===== src/rtl/polyplay_pkg.sv =====
// Shared definitions for the PolyPlay ioctl upload path.
//   state_t       : upload responder FSM states
//   IOCTL_ADDR_W  : width of the hps_io ioctl byte address
//   IOCTL_DATA_W  : width of the ioctl data bus
//   PAD_BYTE      : value returned for reads outside the served RAM
package polyplay_pkg;

  typedef enum logic [1:0] {
    ST_IDLE = 2'd0,
    ST_REQ  = 2'd1,
    ST_LAT  = 2'd2
  } state_t;

  localparam int IOCTL_ADDR_W = 25;
  localparam int IOCTL_DATA_W = 8;
  localparam logic [IOCTL_DATA_W-1:0] PAD_BYTE = 8'hFF;

endpackage


===== src/rtl/ioctl_upload_responder_if.sv =====
// Bus bundle between hps_io, the upload responder and the core RAM arbiter.
//   ioctl_* : upload read port from hps_io (strobe, address, returned data, stall)
//   mem_*   : request/grant port into the shared core RAM
// Modports:
//   slave  : the responder (consumes ioctl reads, drives the RAM request)
//   master : the environment (hps_io + RAM arbiter side)
interface ioctl_upload_responder_if
  import polyplay_pkg::*;
#(
  parameter int ADDR_W = 10
);
  logic                    ioctl_upload;
  logic [7:0]              ioctl_index;
  logic [IOCTL_ADDR_W-1:0] ioctl_addr;
  logic                    ioctl_rd;
  logic [IOCTL_DATA_W-1:0] ioctl_din;
  logic                    ioctl_wait;
  logic                    mem_req;
  logic                    mem_gnt;
  logic [ADDR_W-1:0]       mem_addr;
  logic [IOCTL_DATA_W-1:0] mem_rdata;

  modport slave (
    input  ioctl_upload, ioctl_index, ioctl_addr, ioctl_rd, mem_gnt, mem_rdata,
    output ioctl_din, ioctl_wait, mem_req, mem_addr
  );

  modport master (
    output ioctl_upload, ioctl_index, ioctl_addr, ioctl_rd, mem_gnt, mem_rdata,
    input  ioctl_din, ioctl_wait, mem_req, mem_addr
  );
endinterface


===== src/rtl/ioctl_upload_responder.sv =====
// Serves HPS->core upload reads of the hps_io ioctl interface from core RAM
// (high-score / CMOS RAM). Each ioctl_rd for the matching index fetches one
// byte through a request/grant port shared with the CPU, stalling HPS with
// ioctl_wait until the byte is on ioctl_din.
// Ports:
//   clk_sys : system clock
//   reset   : asynchronous active-high reset
//   bus     : ioctl read port + core RAM request port (slave modport)
//   busy    : session active for UPLOAD_INDEX (registered, one cycle late)
//   done    : one-cycle pulse when the session ends
// Optional feature, macro UPLOAD_CSUM_EN: keeps a running byte sum of served
// RAM bytes; a read at addr == MEM_SIZE returns the two's complement of it so
// that the whole uploaded image sums to zero.
module ioctl_upload_responder
  import polyplay_pkg::*;
#(
  parameter logic [7:0] UPLOAD_INDEX = 8'd2,
  parameter int         ADDR_W       = 10,
  parameter int         MEM_SIZE     = 1024,
  parameter int         RD_LAT       = 1
) (
  input  logic                            clk_sys,
  input  logic                            reset,
  ioctl_upload_responder_if.slave         bus,
  output logic                            busy,
  output logic                            done
);

  localparam logic [IOCTL_ADDR_W-1:0] MEM_SIZE_A = IOCTL_ADDR_W'(MEM_SIZE);
  localparam logic [1:0]              LAT_LOAD   = 2'(RD_LAT - 1);

  state_t                  state_reg, state_next;
  logic                    mem_req_reg, mem_req_next;
  logic [ADDR_W-1:0]       mem_addr_reg, mem_addr_next;
  logic                    wait_reg, wait_next;
  logic [IOCTL_DATA_W-1:0] din_reg, din_next;
  logic [1:0]              lat_cnt_reg, lat_cnt_next;
  logic                    busy_reg;
  logic                    done_reg, done_next;

  logic sel, sel_fall, in_range;
  logic [IOCTL_DATA_W-1:0] pad_value;

  assign sel      = bus.ioctl_upload && (bus.ioctl_index == UPLOAD_INDEX);
  // busy_reg is sel delayed by one cycle, so it doubles as the edge detector.
  assign sel_fall = busy_reg && !sel;
  // Full-width compare: addresses beyond 2**ADDR_W must not alias into RAM.
  assign in_range = bus.ioctl_addr < MEM_SIZE_A;

`ifdef UPLOAD_CSUM_EN
  logic                    sel_rise;
  logic [IOCTL_DATA_W-1:0] sum_reg, sum_next;

  assign sel_rise = sel && !busy_reg;

  // The sum restarts with each session; a checksum read in the very first
  // cycle of a session therefore sees an empty sum.
  always_comb begin
    pad_value = PAD_BYTE;
    if (bus.ioctl_addr == MEM_SIZE_A)
      pad_value = sel_rise ? '0 : (IOCTL_DATA_W'(0) - sum_reg);
  end
`else
  assign pad_value = PAD_BYTE;
`endif

  always_comb begin
    state_next    = state_reg;
    mem_req_next  = mem_req_reg;
    mem_addr_next = mem_addr_reg;
    wait_next     = wait_reg;
    din_next      = din_reg;
    lat_cnt_next  = lat_cnt_reg;
    done_next     = 1'b0;
`ifdef UPLOAD_CSUM_EN
    sum_next      = sum_reg;
`endif

    if (sel_fall) begin
      // Session ended or index changed: drop any outstanding access, keep din.
      state_next   = ST_IDLE;
      mem_req_next = 1'b0;
      wait_next    = 1'b0;
      done_next    = 1'b1;
    end else begin
      unique case (state_reg)
        ST_IDLE: begin
          if (bus.ioctl_rd && sel) begin
            if (in_range) begin
              mem_addr_next = bus.ioctl_addr[ADDR_W-1:0];
              mem_req_next  = 1'b1;
              wait_next     = 1'b1;
              state_next    = ST_REQ;
            end else begin
              // Out-of-RAM reads are answered immediately without stalling.
              din_next = pad_value;
            end
          end
        end
        ST_REQ: begin
          if (bus.mem_gnt) begin
            mem_req_next = 1'b0;
            lat_cnt_next = LAT_LOAD;
            state_next   = ST_LAT;
          end
        end
        ST_LAT: begin
          if (lat_cnt_reg == 2'd0) begin
            din_next   = bus.mem_rdata;
            wait_next  = 1'b0;
            state_next = ST_IDLE;
`ifdef UPLOAD_CSUM_EN
            sum_next   = sum_reg + bus.mem_rdata;
`endif
          end else begin
            lat_cnt_next = lat_cnt_reg - 2'd1;
          end
        end
        default: state_next = ST_IDLE;
      endcase
    end

`ifdef UPLOAD_CSUM_EN
    if (sel_rise)
      sum_next = '0;
`endif
  end

  always_ff @(posedge clk_sys or posedge reset) begin
    if (reset) begin
      state_reg    <= ST_IDLE;
      mem_req_reg  <= 1'b0;
      mem_addr_reg <= '0;
      wait_reg     <= 1'b0;
      din_reg      <= '0;
      lat_cnt_reg  <= '0;
      busy_reg     <= 1'b0;
      done_reg     <= 1'b0;
    end else begin
      state_reg    <= state_next;
      mem_req_reg  <= mem_req_next;
      mem_addr_reg <= mem_addr_next;
      wait_reg     <= wait_next;
      din_reg      <= din_next;
      lat_cnt_reg  <= lat_cnt_next;
      busy_reg     <= sel;
      done_reg     <= done_next;
    end
  end

`ifdef UPLOAD_CSUM_EN
  always_ff @(posedge clk_sys or posedge reset) begin
    if (reset)
      sum_reg <= '0;
    else
      sum_reg <= sum_next;
  end
`endif

  assign bus.mem_req    = mem_req_reg;
  assign bus.mem_addr   = mem_addr_reg;
  assign bus.ioctl_wait = wait_reg;
  assign bus.ioctl_din  = din_reg;
  assign busy           = busy_reg;
  assign done           = done_reg;

endmodule


===== src/flat_wrapper.sv =====
// flat-port wrapper written by rule: the top's interface ports become plain ports
module ioctl_upload_responder_flat import polyplay_pkg::*;
#(
  parameter logic [7:0] UPLOAD_INDEX = 8'd2,
  parameter int         ADDR_W       = 10,
  parameter int         MEM_SIZE     = 1024,
  parameter int         RD_LAT       = 1
)
  (clk_sys, reset, busy, done, bus_ioctl_upload, bus_ioctl_index, bus_ioctl_addr, bus_ioctl_rd, bus_mem_gnt, bus_mem_rdata, bus_ioctl_din, bus_ioctl_wait, bus_mem_req, bus_mem_addr);
  ioctl_upload_responder_if #(.ADDR_W(ADDR_W)) bus_i ();
  input  logic clk_sys;
  input  logic reset;
  output logic busy;
  output logic done;
  input wire logic [$bits(bus_i.ioctl_upload)-1:0] bus_ioctl_upload;
  input wire logic [$bits(bus_i.ioctl_index)-1:0] bus_ioctl_index;
  input wire logic [$bits(bus_i.ioctl_addr)-1:0] bus_ioctl_addr;
  input wire logic [$bits(bus_i.ioctl_rd)-1:0] bus_ioctl_rd;
  input wire logic [$bits(bus_i.mem_gnt)-1:0] bus_mem_gnt;
  input wire logic [$bits(bus_i.mem_rdata)-1:0] bus_mem_rdata;
  output wire logic [$bits(bus_i.ioctl_din)-1:0] bus_ioctl_din;
  output wire logic [$bits(bus_i.ioctl_wait)-1:0] bus_ioctl_wait;
  output wire logic [$bits(bus_i.mem_req)-1:0] bus_mem_req;
  output wire logic [$bits(bus_i.mem_addr)-1:0] bus_mem_addr;
  assign bus_i.ioctl_upload = bus_ioctl_upload;
  assign bus_i.ioctl_index = bus_ioctl_index;
  assign bus_i.ioctl_addr = bus_ioctl_addr;
  assign bus_i.ioctl_rd = bus_ioctl_rd;
  assign bus_i.mem_gnt = bus_mem_gnt;
  assign bus_i.mem_rdata = bus_mem_rdata;
  assign bus_ioctl_din = bus_i.ioctl_din;
  assign bus_ioctl_wait = bus_i.ioctl_wait;
  assign bus_mem_req = bus_i.mem_req;
  assign bus_mem_addr = bus_i.mem_addr;
  ioctl_upload_responder #(.UPLOAD_INDEX(UPLOAD_INDEX), .ADDR_W(ADDR_W), .MEM_SIZE(MEM_SIZE), .RD_LAT(RD_LAT)) u_core (.clk_sys(clk_sys), .reset(reset), .bus(bus_i), .busy(busy), .done(done));
endmodule

===== config.mk =====
export PLATFORM = sky130hd
export DESIGN_NAME = ioctl_upload_responder_flat
export DESIGN_NICKNAME = d
export VERILOG_FILES = /design/src/rtl/polyplay_pkg.sv /design/src/rtl/ioctl_upload_responder_if.sv /design/src/rtl/ioctl_upload_responder.sv /design/src/flat_wrapper.sv
export SDC_FILE = /design/constraint.sdc
export NUM_CORES = 1
export LEC_CHECK = 0
export CORE_MARGIN = 5
export CORE_UTILIZATION = 39
export CTS_BUF_LIST = sky130_fd_sc_hd__clkbuf_16
export DETAILED_ROUTE_END_ITERATION = 8
export PLACE_DENSITY = 0.79
export SETUP_SLACK_MARGIN = 0.5
export SYNTH_ARGS = -nofsm -noshare
export SYNTH_HDL_FRONTEND = slang
export SYNTH_SLANG_ARGS = --single-unit

===== constraint.sdc =====
create_clock -name clk_sys -period 1.9 [get_ports clk_sys]
set_clock_uncertainty 0.1 [all_clocks]
set_input_delay 0.57 -clock clk_sys [delete_from_list [all_inputs] [get_ports clk_sys]]
set_output_delay 0.57 -clock clk_sys [all_outputs]
set_load 0.1 [all_outputs]

==> impl_metrics.py <==
metrics = {
    "outcome": {
        "status": "finished, violations left",
        "violations": "setup timing",
    },
    "layout": {
        "nets": 274,
        "stdcell_count": 272,
        "drive_above_1_share_pct": 57.1,
        "largest_reg_flops": 10,
        "syn2layout_area_growth_pct": 119,
        "antenna_cells": 0,
    },
    "route": {
        "dr.pass1.iters": 4,
        "wl_per_cell_microns": 21.7,
        "via_count": 1528,
        "drt-initial-drc-count": 142,
        "antenna_violating_nets_post_route": 0,
        "wirelength_mm": 5.91,
        "viasPerCell": 5.62,
        "drc": 0,
    },
    "min_path": {
        "hp-class": "reg -> reg",
    },
    "yosys": {
        "synth.avg_cell_area_sq_um": 11.3,
        "synth_enable_flop_cells": 0,
        "synth-async-reset-ratio_pct": 100,
        "syn_nets": 165,
        "synth_cells": 118,
        "synth_cell_types": 33,
        "synth_area_sq_mm": 0.00134,
        "ys_ff_latch": 26,
        "seq_area_frac_synth_pct": 48.7,
        "synth_ff_type": "dfrtp_1",
        "ys_warn_count": 0,
    },
    "clock_tree": {
        "htreeDepth": 1,
        "numCtsBuffers": 3,
        "clk_pin_slew_ns": 0.07,
        "cts.sinks": 26,
        "cts_buffer_depth": 2,
        "ctsHoldBuffers": 0,
        "insertion_delay_ns": 0.26,
        "cts-root-buf": "clkbuf_16",
        "cts_tree": "yes",
    },
    "timing": {
        "tightest_slew_ns": 0.873,
        "fin_ws_ns": -0.460,
        "fmax_mhz": 424,
        "period_share_pct": 124,
        "hold-worst-slack_ns": 0.408,
        "slew_headroom_pct": 41.8,
        "setup_violations": 25,
        "hold_viol_final": 0,
        "slew_viol_final": 0,
        "post-route-min-period_ns": 2.36,
        "rsz0062_at_grt": "yes",
    },
    "global_route": {
        "grt_max_degree": 27,
        "grt_first_pass_wirelength_mm": 8.75,
        "antenna_found_initial": 0,
        "grt_use_total_pct": 26.1,
        "grt_pass1_vias": 1683,
        "grt_overflow": 0,
    },
    "pwr": {
        "peakVddDrop_mv": 0.505,
        "power-per-cell-area_mw_per_mm2": 496,
        "p_leak_nw": 1.28,
    },
    "place": {
        "dp.cells": 234,
        "hpwl_mm": 3.14,
        "gp_congestion": 0.787,
        "io_buffers": 67,
    },
    "die": {
        "rows": 21,
        "die_area_sq_mm": 0.00469,
        "core_area_sq_mm": 0.00334,
        "io_pins": 68,
        "die_h_microns": 68.5,
        "die_x_microns": 68.5,
        "start_util_pct": 40.0,
    },
    "flow_run": {
        "drv_cap": 0,
    },
    "setup_path": {
        "endpoint_kind": "register",
        "required_ns": 1.94,
        "start_kind": "input pin",
        "path_max_fanout": 5,
        "worst-setup-path-type": "in -> reg",
        "cp.arrival_ns": 2.40,
    },
}
[worst max-delay path, stage by stage]
cell and delay (ns):
buf_6 0.09, or4b_4 0.53, buf_6 0.13, buf_6 0.10, buf_6 0.11, o31ai_4 0.20
inv_2 0.10, buf_6 0.16, nor4_2 0.33, nor3_1 0.09
[kinds of logic after synthesis]
family	share of synthesized area, %
buf+inv	5.81
flops	48.7
simple gates	18.5
fa+ha+maj	0.937
compound gates	14.2
mux	11.8
[cells in the final DEF, fill, tap and decap left out, types with 8 or more instances in the layout]
| master | netlist | layout |
|---|---|---|
| dlygate4sd2_1 | 0 | 10 |
| a211oi_1 | 8 | 8 |
| dfrtp_1 | 26 | 13 |
| a21oi_1 | 11 | 10 |
| clkdlybuf4s50_1 | 0 | 26 |
| mux2_4 | 9 | 11 |
| dfrtp_2 | 0 | 13 |
| buf_4 | 1 | 32 |
| buf_6 | 1 | 11 |
| buf_12 | 0 | 24 |
[worst paths after layout]
check / startpoint / cells after the start / slack [ns] / to
min in group asynchronous: reset / 3 / 0.59 / u_core.bus.mem_addr[6]
max in group asynchronous: reset / 3 / 0.83 / u_core.bus.ioctl_din[6]
setup / recovery: bus_ioctl_index[6] / 10 / -0.46 / u_core.bus.ioctl_din[3]
hold / removal: u_core.lat_cnt_reg[1] / 2 / 0.41 / u_core.lat_cnt_reg[1]
setup reg to reg: u_core.state_reg[0] / 3 / -0.02 / u_core.lat_cnt_reg[0]
hold reg to reg: u_core.lat_cnt_reg[1] / 2 / 0.41 / u_core.lat_cnt_reg[1]
[routing by layer]
| metal | GRT usage [%] | up-vias | part of all wire (%) |
|---|---|---|---|
| met3 | 7.94 | 26 | 8.5 |
| met4 | 16.1 | 0 | 5.2 |
| met2 | 46.1 | 107 | 52 |
| met5 | 0 | - | 0 |
| met1 | 26.7 | 742 | 35 |
| li1 | - | 653 | - |
[synth_stat cells, types with 2 or more instances]
library cell	count	area [sq um]
or2_2	2	12.5
o21a_1	3	22.5
dfrtp_1	26	651
mux2_4	9	135
a211oi_1	8	60.1
a21oi_1	11	55.1
inv_1	7	26.3
clkbuf_1	5	18.8
mux2_1	2	22.5
nor2_1	2	7.51
nor4_1	11	68.8
buf_2	2	10.0
nor3_1	10	50.1
[timing repair]
item,in CTS,in global routing
setup buffers,21,11
gates resized for setup,59,15
pin swaps,23,10
endpoints found under the setup margin,48,48
cloned,2,0
[metrics by stage]
stage / setup TNS, ns / setup WS, ns / util [%] / total power [W] / area [sq um]
finish: -9.53 / -0.460 / 87.8 / 0.00145 / 2930
global route: -11.40 / -0.529 / 87.8 / 0.00149 / 2930
CTS: -8.76 / -0.460 / 84.1 / 0.00143 / 2810
detailed placement: -19.45 / -0.874 / 70.6 / 0.000811 / 2360
global placement: -18.60 / -0.828 / 70.6 / 0.000807 / 2360
floorplan: -6.27 / -0.362 / - / 0.000665 / 1350
[power by group]
| group | total [W] | leakage [nW] | switching, W | internal [W] |
|---|---|---|---|---|
| sequential | 0.000574 | 0.341 | 0.0000113 | 0.000562 |
| clock | 0.000628 | 0.0511 | 0.000208 | 0.000420 |
| combinational | 0.000252 | 0.890 | 0.000122 | 0.000130 |
| total | 0.00145 | 1.28 | 0.000341 | 0.00111 |
[layout make-up]
| cell class | instances | area, sq um |
|---|---|---|
| fill | 135 | 408 |
| multi-input combinational | 75 | 772 |
| tap | 46 | 57.6 |
| inverter | 8 | 30.0 |
| clock inverter | 1 | 30.0 |
| timing repair buffer | 113 | 1300 |
| clock buffer | 3 | 75.1 |
| sequential | 26 | 667 |
Power figures use the tool's default switching activity.
